==> config.mk <==
export PLATFORM = sky130hd
export DESIGN_NAME = wb_port_arbiter
export DESIGN_NICKNAME = d
export VERILOG_FILES = /design/src/rtl/wb_port_arbiter.sv
export SDC_FILE = /design/constraint.sdc
export NUM_CORES = 1
export LEC_CHECK = 0
export ABC_AREA = 1
export BUFFER_PORTS_ARGS = -buffer_cell sky130_fd_sc_hd__buf_2
export CORE_MARGIN = 5
export CORE_UTILIZATION = 54
export CTS_CLUSTER_DIAMETER = 200
export DETAILED_ROUTE_END_ITERATION = 6
export GPL_TIMING_DRIVEN = 0
export PLACE_DENSITY_LB_ADDON = 0.25
export SETUP_SLACK_MARGIN = 0.4
export SLEW_MARGIN = 10
export SYNTH_ARGS = -nofsm -noshare
export SYNTH_HDL_FRONTEND = slang
export SYNTH_SLANG_ARGS = --single-unit
==> constraint.sdc <==
create_clock -name clk_i -period 3.9 [get_ports clk_i]
set_clock_uncertainty 0.2 [all_clocks]
set_input_delay 0.195 -clock clk_i [delete_from_list [all_inputs] [get_ports clk_i]]
set_output_delay 0.195 -clock clk_i [all_outputs]
set_load 0.01 [all_outputs]
==> src/rtl/wb_port_arbiter.sv <==
// Arbitrates the register-file write port between MEM/WB and a long-latency unit.
// Optional WB_ARB_BYPASS_EN lets an lu result skip the FIFO on idle cycles.
module wb_port_arbiter #(
   parameter int DEPTH      = 2,
   parameter int STARVE_MAX = 4
) (
   input  logic                     clk_i,
   input  logic                     rst_i,
   input  logic                     wb_RegWrite_i,
   input  logic [4:0]               wb_rd_addr_i,
   input  logic [31:0]              wb_data_i,
   input  logic                     lu_valid_i,
   input  logic [4:0]               lu_rd_addr_i,
   input  logic [31:0]              lu_data_i,
   output logic                     lu_ready_o,
   output logic                     stall_o,
   output logic                     RegWrite_o,
   output logic [4:0]               rd_addr_o,
   output logic [31:0]              rd_data_o,
   output logic [$clog2(DEPTH):0]   pending_o
);

   localparam int AW = $clog2(DEPTH);
   localparam int CW = AW + 1;
   localparam int GW = $clog2(STARVE_MAX + 1);
   localparam logic [CW-1:0] FULL_CNT = CW'(DEPTH);
   localparam logic [GW-1:0] AGE_MAX  = GW'(STARVE_MAX);

   logic [4:0]    rd_mem  [DEPTH];
   logic [31:0]   dat_mem [DEPTH];
   logic [AW-1:0] wr_ptr;
   logic [AW-1:0] rd_ptr;
   logic [CW-1:0] count;
   logic [GW-1:0] age;

   logic empty;
   logic full;
   logic accept;
   logic keep;
   logic live;
   logic pop;
   logic push;
   logic bypass;

   assign empty      = (count == '0);
   assign full       = (count == FULL_CNT);
   assign lu_ready_o = ~full & ~rst_i;
   assign stall_o    = (age == AGE_MAX);
   assign pending_o  = count;

   assign accept = lu_valid_i & lu_ready_o;
   assign keep   = accept & (|lu_rd_addr_i);
   assign live   = wb_RegWrite_i & (|wb_rd_addr_i) & ~stall_o;
   assign pop    = ~empty & (stall_o | ~live);

`ifdef WB_ARB_BYPASS_EN
   assign bypass = keep & empty & ~live & ~stall_o;
`else
   assign bypass = 1'b0;
`endif

   assign push = keep & ~bypass;

   always_ff @(posedge clk_i) begin
      if (push) begin
         rd_mem[wr_ptr]  <= lu_rd_addr_i;
         dat_mem[wr_ptr] <= lu_data_i;
      end
   end

   always_ff @(posedge clk_i or posedge rst_i) begin
      if (rst_i) begin
         wr_ptr     <= '0;
         rd_ptr     <= '0;
         count      <= '0;
         age        <= '0;
         RegWrite_o <= 1'b0;
         rd_addr_o  <= '0;
         rd_data_o  <= '0;
      end else begin
         if (push)
            wr_ptr <= wr_ptr + AW'(1);
         if (pop)
            rd_ptr <= rd_ptr + AW'(1);

         if (push & ~pop)
            count <= count + CW'(1);
         else if (pop & ~push)
            count <= count - CW'(1);

         // age tracks how long the current head has waited without a pop
         if (pop | empty)
            age <= '0;
         else if (!stall_o)
            age <= age + GW'(1);

         if (pop) begin
            RegWrite_o <= 1'b1;
            rd_addr_o  <= rd_mem[rd_ptr];
            rd_data_o  <= dat_mem[rd_ptr];
         end else if (live) begin
            RegWrite_o <= 1'b1;
            rd_addr_o  <= wb_rd_addr_i;
            rd_data_o  <= wb_data_i;
         end else if (bypass) begin
            RegWrite_o <= 1'b1;
            rd_addr_o  <= lu_rd_addr_i;
            rd_data_o  <= lu_data_i;
         end else begin
            RegWrite_o <= 1'b0;
         end
      end
   end

endmodule

==> summary.md <==
| Metric | Value |
|---|---|
| Critical path, cell by cell | `inv_1 -> a21oi_2 -> nand3_1 -> inv_2 -> nand2_1 -> inv_2 -> buf_16` |
| Detailed router's first-iteration violation count | `262` |
| Buffer and inverter count on the worst path | `4` |
| CTS tree | `yes` |
| Number of clock buffers inserted by TritonCTS | `17` |
| Fin. max-slew vios | `0` |
| Detail-routed net length per standard cell | `18.0 µm` |
| Slowest cell delay on critical path | `430 ps` |
| Global placement routability congestion | `0.857` |
| Actual slew at the worst max-slew pin | `591 ps` |
| Number of antenna repair diodes | `0` |
| Worst Setup End Kind | `flip-flop` |
| Clock root cell | `sky130_fd_sc_hd__clkbuf_8` |
| Cell area power density | `650 nW/µm²` |
| Sequential fraction of the synthesis area | `~65%` |
| Most frequent cell after synthesis | `sky130_fd_sc_hd__nand3_1` |
| Area fraction of the dominant cell type after synthesis | `43.1%` |
| Relative slew slack | `60.6%` |
| Post-synthesis instance area | `roughly 5000 µm²` |
| Count of warnings emitted by yosys | `0` |
| Classification of the worst setup path | `reg2reg` |
| Placement Cell Area | `approximately 6000 µm²` |
| IO Port Bufs | `119` |
| Overall routing resource usage | `a little over a quarter` |
| Total vias in the final route | `4435` |
| Post-Syn Area per Cell | `11.3 µm²` |
| CP Data Arrival Time | `approximately 2200 ps` |
| Multi-input gate area in the final layout | `approximately 1500 µm²` |
| FP Rows | `35` |
| RSZ-0062 raised after global routing | `no` |
| Fraction of the core area covered by cells at the end of the flow | `78.8%` |
| # nets final | `754` |
| Data required time of the critical path | `3910 ps` |
| Maximum level of the CTS H-tree | `4` |
| # DRC | `0` |
| Outcome | `finished clean` |
| Ys flop type | `sky130_fd_sc_hd__edfxtp_1` |
| Synth area leaders | `sky130_fd_sc_hd__edfxtp_1, sky130_fd_sc_hd__dfrtp_1, sky130_fd_sc_hd__nand3_1` |
| Min-Delay Startpoint | `wb_RegWrite_i` |
| Final Routed Wirelength | `14700 µm` |
| Area taken by flip-flops and latches | `roughly 3300 µm²` |
| Drt pass-1 iters | `7` |
| Clock slew at reported path FFs | `60 ps` |
| WHS | `54.8 ps` |
| Worst vdd ir | `0.368 mV` |
| Number of global-route vias before repair | `4760` |
| Peak clock frequency supported by timing | `461 MHz` |
| Top Ports | `120` |
| Commonest cells post-synth | `sky130_fd_sc_hd__nand3_1, sky130_fd_sc_hd__nand2_1, sky130_fd_sc_hd__edfxtp_1` |
| Die width | `108 µm` |
| Cell family contributing the most delay on the critical path | `buffers and inverters` |
| Initial core utilization | `55.5%` |
| Total gr overflow | `0` |
| Core ar. | `9280 µm²` |
| Worst-skew pair later-pin latency | `520 ps` |
| Largest fanout of any net on the critical path | `22` |
| Standby leakage power | `approximately 3.3 nW` |
| Layout filler cell count | `592` |
| Setup TNS | `0 ps` |
| Yosys top cell by area | `sky130_fd_sc_hd__edfxtp_1` |
| Final setup violation count | `0` |
| Post-placement cell count | `707` |
| Cell repeated most along the worst path | `sky130_fd_sc_hd__inv_2` |
| Shortest period the worst path allows | `2170 ps` |
| Final count of hold timing violations | `0` |
| Clk buf depth | `2` |
| R2R Path Start | `pending_o[0]` |
| Share of synthesized flip-flops with an asynchronous set or reset | `37.8%` |
| Die footprint | `11600 µm²` |
| Number of flops mapped to enable cells by yosys | `74` |
| Count of placed standard cells in the final layout, fillers left out | `815` |
| Number of antenna violations at the first check in global routing | `0` |
| Layout cells sized above 1 | `32.1%` |
| Post-synth cell types | `23` |
| Period utilization | `55.6%` |
| DR vias/cell | `roughly 5.4` |
| Clock tree sinks | `119` |
| Synthesized Nets | `537` |
| Non-Filler Cell Area, Final | `between 7000 and 8000 µm²` |
| Element type at the critical path start | `flip-flop` |
| Area growth from synthesis to layout | `42.1%` |
| Worst setup path start | `pending_o[0]` |
| Hold Crit Class | `in2reg` |
| Post-CTS Setup Repair Bufs | `0` |
| Wire length of the first global-routing pass | `23600 µm` |
| Overall die height | `108 µm` |
| Synthesized flop and latch total | `119` |
| MaxCap Viol Count | `0` |
| Maximum number of pins on one net before global-route repair | `24` |
| Detailed-placement wirelength estimate | `9250 µm` |
| Antenna viol nets, final | `0` |
| Synth Instances | `around 460` |
| Worst path slowest cell | `sky130_fd_sc_hd__dfrtp_1` |
registers in the layout, summed over array words and instances (netlist names):
register	count
RegWrite_o	1
age	3
dat_mem	64
pending_o	2
rd_addr_o	5
rd_data_o	32
rd_mem	10
rd_ptr	1
wr_ptr	1
cell type report:
type / instances / share of cell area [%]
plain buffers: 32 / 3.28
clock buffers: 23 / 6.38
well taps: 129 / 2.21
flip-flops and latches: 119 / 45.8
multi-input cells: 292 / 20.8
inverters: 13 / 0.667
clock inverters: 9 / 1.37
repair buffers: 198 / 19.6
worst min-delay path: cells and delay by family:
family | cells | cell delay [ps]
buf+inv | 3 | 330
simple gates | 3 | 210
timing repair:
| item | CTS | global route |
|---|---|---|
| hold buffers | 76 | 0 |
| endpoints found under the hold margin | 157 | 0 |
| resized for setup | 0 | 0 |
cell usage in the layout (no fill, tap or decap):
cell type,netlist,layout
sky130_fd_sc_hd__clkbuf_8,0,4
sky130_fd_sc_hd__nor2_1,8,7
sky130_fd_sc_hd__buf_16,0,2
sky130_fd_sc_hd__edfxtp_1,74,74
sky130_fd_sc_hd__buf_4,2,2
sky130_fd_sc_hd__buf_2,20,139
sky130_fd_sc_hd__bufinv_16,0,2
sky130_fd_sc_hd__clkbuf_1,2,5
sky130_fd_sc_hd__nand2_1,120,120
sky130_fd_sc_hd__clkinv_2,0,2
sky130_fd_sc_hd__dlygate4sd3_1,0,76
sky130_fd_sc_hd__clkbuf_4,2,2
sky130_fd_sc_hd__buf_6,2,2
sky130_fd_sc_hd__clkinv_1,0,2
sky130_fd_sc_hd__o21ai_0,1,1
sky130_fd_sc_hd__ha_1,3,3
sky130_fd_sc_hd__a21oi_2,1,1
sky130_fd_sc_hd__nand3_2,30,30
sky130_fd_sc_hd__nand3_1,121,121
sky130_fd_sc_hd__clkbuf_16,0,16
sky130_fd_sc_hd__inv_1,9,7
sky130_fd_sc_hd__xnor2_1,3,3
sky130_fd_sc_hd__nand3b_1,1,1
sky130_fd_sc_hd__dfrtp_1,45,45
sky130_fd_sc_hd__nor2_4,0,1
sky130_fd_sc_hd__nor2_2,1,1
sky130_fd_sc_hd__inv_2,4,6
sky130_fd_sc_hd__a21oi_1,1,1
sky130_fd_sc_hd__nor2_8,1,1
sky130_fd_sc_hd__clkinvlp_4,0,3
sky130_fd_sc_hd__buf_12,4,5
sky130_fd_sc_hd__nand2_4,1,1
metrics by stage:
step	power [mW]	worst slack [ps]
after detailed placement	3.21	1740
after CTS	4.74	1730
after global placement	3.13	-56.2
after floorplan	2.65	806
after global routing	4.99	1600
final	4.76	1730
power breakdown:
group          leakage [nW]  internal [mW]  switching (mW)
Clock                 0.269          0.952           0.531
Combinational          1.78          0.542           0.951
Sequential             1.22           1.63           0.149
Total                  3.27           3.12            1.63
final timing paths:
path	endpoint	slack, ps	cells after the start
setup reg to reg	dat_mem[0][9]	1730	7
hold reg to reg	age[0]	260	1
max in group asynchronous	rd_data_o[15]	2840	4
setup / recovery	dat_mem[0][9]	1730	7
hold / removal	rd_data_o[23]	50	6
min in group asynchronous	rd_data_o[28]	130	3
routing by layer:
metal	vias to the layer above	GRT usage (%)	share of wire, %
met1	2145	32.1	37
li1	2017	-	-
met3	32	6.60	8.9
met5	-	0	0
met2	241	47.1	52
met4	0	10.8	2.2
cells by family after synthesis:
logic type,synth area share (%)
xor+xnor,0.510
fa+ha+maj,0.729
buf+inv,5.61
simple gates,27.8
compound gates,0.364
flops,65.0
Note: power is estimated with default switching activity, not from simulation.
